`src/rtl/medio_sumador_if.sv`:
```
`default_nettype none
// ============================================================================
//  Module      : medio_sumador_if
//  Description : Operand/result handshake bundle for the lane-parallel half
//                adder. The master drives the operands and accepts results.
//                The slave (the adder) returns ready and the registered results.
//  Revision    : 1.0 - initial release
// ============================================================================
interface medio_sumador_if #(
  parameter int WIDTH = 1
);
  logic [WIDTH-1:0] A;
  logic [WIDTH-1:0] B;
  logic             in_valid;
  logic             in_ready;
  logic [WIDTH-1:0] Suma;
  logic [WIDTH-1:0] Carry;
  logic             out_valid;
  logic             out_ready;

  modport master (
    output A, B, in_valid, out_ready,
    input  in_ready, Suma, Carry, out_valid
  );

  modport slave (
    input  A, B, in_valid, out_ready,
    output in_ready, Suma, Carry, out_valid
  );
endinterface
`default_nettype wire

```
`src/rtl/medio_sumador_cell.sv`:
```
`default_nettype none
// ============================================================================
//  Module      : half_adder_cell
//  Description : Purely combinational 1-bit half adder (s = a ^ b, c = a & b).
//  Revision    : 1.0 - initial release
// ============================================================================
module half_adder_cell (
  input  wire logic i_a,
  input  wire logic i_b,
  output logic      o_s,
  output logic      o_c
);
  assign o_s = i_a ^ i_b;
  assign o_c = i_a & i_b;
endmodule
`default_nettype wire

```
`src/rtl/medio_sumador.sv`:
```
`default_nettype none
// ============================================================================
//  Module      : medio_sumador
//  Description : Registered, lane-parallel half adder with a valid/ready
//                handshake. WIDTH independent lanes, no carry between lanes,
//                one output register giving a latency of exactly one cycle.
//  Revision    : 1.0 - initial release
// ============================================================================
module medio_sumador #(
  parameter int WIDTH = 1
) (
  input  wire logic      clk,
  input  wire logic      rst_n,
  medio_sumador_if.slave bus
);
  logic [WIDTH-1:0] w_suma;
  logic [WIDTH-1:0] w_carry;
  logic             w_accept;
  logic [WIDTH-1:0] r_suma;
  logic [WIDTH-1:0] r_carry;
  logic             r_valid;

  // One independent cell per lane; carries stay inside their own lane.
  for (genvar gi = 0; gi < WIDTH; gi++) begin : g_lane
    half_adder_cell u_cell (
      .i_a (bus.A[gi]),
      .i_b (bus.B[gi]),
      .o_s (w_suma[gi]),
      .o_c (w_carry[gi])
    );
  end

  // Ready only depends on the output register state, never on in_valid.
  assign bus.in_ready = !r_valid || bus.out_ready;
  assign w_accept     = bus.in_valid && bus.in_ready;

  // Output register: load on accept, drop valid on drain, otherwise hold.
  // Operands are only sampled on accept, so X on idle inputs cannot leak.
  always_ff @(posedge clk or negedge rst_n) begin
    if (!rst_n) begin
      r_suma  <= '0;
      r_carry <= '0;
      r_valid <= 1'b0;
    end else if (w_accept) begin
      r_suma  <= w_suma;
      r_carry <= w_carry;
      r_valid <= 1'b1;
    end else if (bus.out_ready) begin
      r_valid <= 1'b0;
    end
  end

  assign bus.Suma      = r_suma;
  assign bus.Carry     = r_carry;
  assign bus.out_valid = r_valid;
endmodule
`default_nettype wire

```
`src/flat_wrapper.sv`:
```
// flat-port wrapper written by rule: the top's interface ports become plain ports
module medio_sumador_flat 
#(
  parameter int WIDTH = 1
)
  (clk, rst_n, bus_A, bus_B, bus_in_valid, bus_out_ready, bus_in_ready, bus_Suma, bus_Carry, bus_out_valid);
  medio_sumador_if #(.WIDTH(WIDTH)) bus_i ();
  input  wire logic clk;
  input  wire logic rst_n;
  input wire logic [$bits(bus_i.A)-1:0] bus_A;
  input wire logic [$bits(bus_i.B)-1:0] bus_B;
  input wire logic [$bits(bus_i.in_valid)-1:0] bus_in_valid;
  input wire logic [$bits(bus_i.out_ready)-1:0] bus_out_ready;
  output wire logic [$bits(bus_i.in_ready)-1:0] bus_in_ready;
  output wire logic [$bits(bus_i.Suma)-1:0] bus_Suma;
  output wire logic [$bits(bus_i.Carry)-1:0] bus_Carry;
  output wire logic [$bits(bus_i.out_valid)-1:0] bus_out_valid;
  assign bus_i.A = bus_A;
  assign bus_i.B = bus_B;
  assign bus_i.in_valid = bus_in_valid;
  assign bus_i.out_ready = bus_out_ready;
  assign bus_in_ready = bus_i.in_ready;
  assign bus_Suma = bus_i.Suma;
  assign bus_Carry = bus_i.Carry;
  assign bus_out_valid = bus_i.out_valid;
  medio_sumador #(.WIDTH(WIDTH)) u_core (.clk(clk), .rst_n(rst_n), .bus(bus_i));
endmodule
```
`config.mk`:
```
export PLATFORM = sky130hd
export DESIGN_NAME = medio_sumador_flat
export DESIGN_NICKNAME = d
export VERILOG_FILES = /design/src/rtl/medio_sumador_if.sv /design/src/rtl/medio_sumador_cell.sv /design/src/rtl/medio_sumador.sv /design/src/flat_wrapper.sv
export SDC_FILE = /design/constraint.sdc
export NUM_CORES = 1
export LEC_CHECK = 0
export ABC_AREA = 1
export BUFFER_PORTS_ARGS = -buffer_cell sky130_fd_sc_hd__buf_2
export CAP_MARGIN = 10
export CORE_AREA = 2 2 39 41
export CTS_CLUSTER_DIAMETER = 120
export DETAILED_ROUTE_END_ITERATION = 12
export DIE_AREA = 0 0 41 43
export PLACE_DENSITY = 0.3
export SLEW_MARGIN = 30
export SYNTH_ARGS = -nofsm -noshare
export SYNTH_HDL_FRONTEND = slang
export SYNTH_SLANG_ARGS = --single-unit
```
`constraint.sdc`:
```
create_clock -name clk -period 0.8 [get_ports clk]
set_clock_uncertainty 0.05 [all_clocks]
set_input_delay 0.16 -clock clk [delete_from_list [all_inputs] [get_ports clk]]
set_output_delay 0.16 -clock clk [all_outputs]
set_load 0.01 [all_outputs]
```
==> flow_summary.yaml <==
outcome:
  status: "complete, but fails checks"
  failing_checks: "negative setup slack"
die:
  die-area_um2: 1760
  die_width_um: 41
  coreArea_um2: 1380
  die_h_um: 43
  initial_core_util_pct: 10.3
  boundary_pins: 10
  placement_rows: 14
timing:
  fmax_ghz: 0.999
  timing.final.crit_share_pct: 125
  final_max_slew_viol_count: 0
  finalHoldViolations: 0
  final.min_clock_period_ns: 1.00
  maxSlewHeadroom_pct: 92.0
  setup_violators_final: 7
  fin_ws_ns: -0.201
  rsz_0062_raised_after_global_routing: "yes"
  final.setup.tns_ns: -0.909
  worst_pin_slew_ns: 0.119
grt:
  grt_pass1_wl_um: 531
  grt_start_max_net_pins: 5
  initial_antenna_violation_count: 0
  grt_overflow: 0
  first_global_vias: 153
  groute.usage.overall_pct: 5.22
critical_path:
  crit_path_cell_chain: "nand2_4, buf_6"
  critical_path_cell_with_the_highest_stage_delay: "sky130_fd_sc_hd__dfrtp_1"
  crit_required_ns: 0.59
  critical_path.n_buffers_inverters: 1
  critPathTopFamily: "flip-flops"
  setup.worst_path.end_class: "primary output"
  worst_path_largest_cell_delay_ns: 0.40
  crit_type: "reg2out"
  cp-start-kind: "register"
  timing.critical_path.arrival_ns: 0.79
  crit_path_max_fanout: 2
synth:
  yosys.cell_types.count: 6
  post_synth_instance_area_um2: 143
  gate_count_of_the_mapped_netlist: 14
  synth_area_per_inst_um2: 10.2
  synth_sequential_area_ratio_pct: 52.6
  yosys_warns: 0
  syn-num-nets: 21
  flop_and_latch_count_out_of_synthesis: 3
power_and_ir_drop:
  post-layout-total-power_mw: 0.576
  p_per_area_nw_per_um2: 2110
  worst_ir_drop_on_vdd_uv: 291
  total_leakage_power_nw: 0.155
clock_network:
  clock_tree_from_tritoncts: "done"
  clk_path_buf_depth: 2
  clkSinkCount: 3
  cts_h_tree_lvls: 1
  cts_buffers: 3
  root_buffer: "sky130_fd_sc_hd__clkbuf_4"
  clock_pin_slew_worst_setup_and_hold_paths_ns: 0.04
  clock_insertion_delay_worst_skew_ns: 0.23
min_path:
  worst_hold_path_type: "in2reg"
layout:
  number_of_inserted_filler_cells_in_the_final_layout: 157
  num_antenna_cells: 0
  final_cell_area_um2: 273
  final_cell_count_no_fill: 47
  finish.net_count: 39
  syn_to_final_growth_pct: 91.2
  drive_gt1_share_pct: 58.1
placement:
  dp_slack_ns: -0.0380
  post_dp_cell_area_um2: 208
  place.port_buffers: 9
  gpl_wtd_cong: 0.556
  numPlacedInstances: 39
  dpl.hpwl_um: 279
routing:
  dr_total_vias: 144
  vias_per_cell: 3.06
  detail_route.drc_violations: 0
  first_pass_iters: 2
  detail_route.iter0.violations: 1
  routed_wire_length_per_instance_um: 7.49
  drt.antenna.violating_nets: 0
  totalWireLength_um: 352
run:
  max-cap-violations: 0
flip-flops by register name (all words and copies together), names as in the netlist:
| signal | cells |
|---|---|
| u_core.bus.out_valid | 1 |
| u_core.bus.Suma | 1 |
| u_core.bus.Carry | 1 |
metrics by stage:
step	utilization, %	hold slack (ns)
final	19.7	0.142
after global routing	19.7	0.148
after CTS	19.7	0.129
after detailed placement	15.0	-0.0921
after global placement	15.0	-0.0941
after floorplan	-	-0.186
layout make-up:
class                           count  area (um2)  share of cell area, %
Multi-Input combinational cell     10        63.8                   23.4
Sequential cell                     3        75.1                   27.5
Timing Repair Buffer               13        83.8                   30.7
Tap cell                           16        20.0                   7.34
Inverter                            1        3.75                   1.38
Clock buffer                        4        26.3                   9.63
where the power goes:
| part | switching, mW | total, mW | internal (mW) |
|---|---|---|---|
| clock network | 0.0768 | 0.264 | 0.187 |
| logic | 0.0591 | 0.129 | 0.0699 |
| registers | 0.0111 | 0.183 | 0.172 |
synth_stat cells:
cell,number,area [um2]
sky130_fd_sc_hd__ha_1,1,12.5
sky130_fd_sc_hd__nand2_1,5,18.8
sky130_fd_sc_hd__inv_2,1,3.75
sky130_fd_sc_hd__nand2_4,2,22.5
sky130_fd_sc_hd__dfrtp_1,3,75.1
sky130_fd_sc_hd__nand3_1,2,10.0
worst reg2reg max path, cell delays in order, from the launching register on:
cell,delay [ns]
sky130_fd_sc_hd__dfrtp_1,0.40
sky130_fd_sc_hd__nand2_4,0.07
sky130_fd_sc_hd__buf_4,0.13
sky130_fd_sc_hd__nand2_4,0.05
sky130_fd_sc_hd__nand2_1,0.05
sky130_fd_sc_hd__nand2_1,0.04
layout by cell type, fill, tap and decap left out, drive strengths merged:
cell         instances
buf                 12
nand2                7
clkbuf               4
dfrtp                3
nand3                2
inv                  1
ha                   1
dlygate4sd3          1
cells by family after synthesis:
family / Yosys count / synth area share, %
buffers and inverters: 1 / 2.63
AND/OR/NAND/NOR: 9 / 36.0
adder cells (fa/ha/maj): 1 / 8.77
flip-flops: 3 / 52.6
path summary, 6_finish.rpt:
| path | slack, ns | to | startpoint | cells past startpoint |
|---|---|---|---|---|
| max | -0.20 | bus_in_ready | u_core.bus.out_valid$_DFFE_PN0P_ | 2 |
| min | 0.14 | u_core.bus.out_valid$_DFFE_PN0P_ | bus_in_valid | 3 |
| max reg2reg | -0.10 | u_core.bus.Carry$_DFFE_PN0P_ | u_core.bus.out_valid$_DFFE_PN0P_ | 5 |
| min reg2reg | 0.50 | u_core.bus.Suma$_DFFE_PN0P_ | u_core.bus.Suma$_DFFE_PN0P_ | 3 |
| max in group asynchronous | 0.38 | u_core.bus.Carry$_DFFE_PN0P_ | rst_n | 2 |
| min in group asynchronous | 0.21 | u_core.bus.out_valid$_DFFE_PN0P_ | rst_n | 2 |
metal layers:
metal | wire [um] | track usage, % | share of wire (%)
met1 | 141 | 4.17 | 40
met2 | 152 | 6.56 | 43
met3 | 58 | 3.14 | 16
met4 | 0 | 8.00 | 0
met5 | 0 | 0 | 0
what timing repair did:
action,CTS,global route
setup buffers,3,0
hold buffers,1,0
resized for setup,1,0
endpoints found under the setup margin,6,7
pin swaps,1,1
endpoints found under the hold margin,3,0
(Power assumes the default switching activity.)
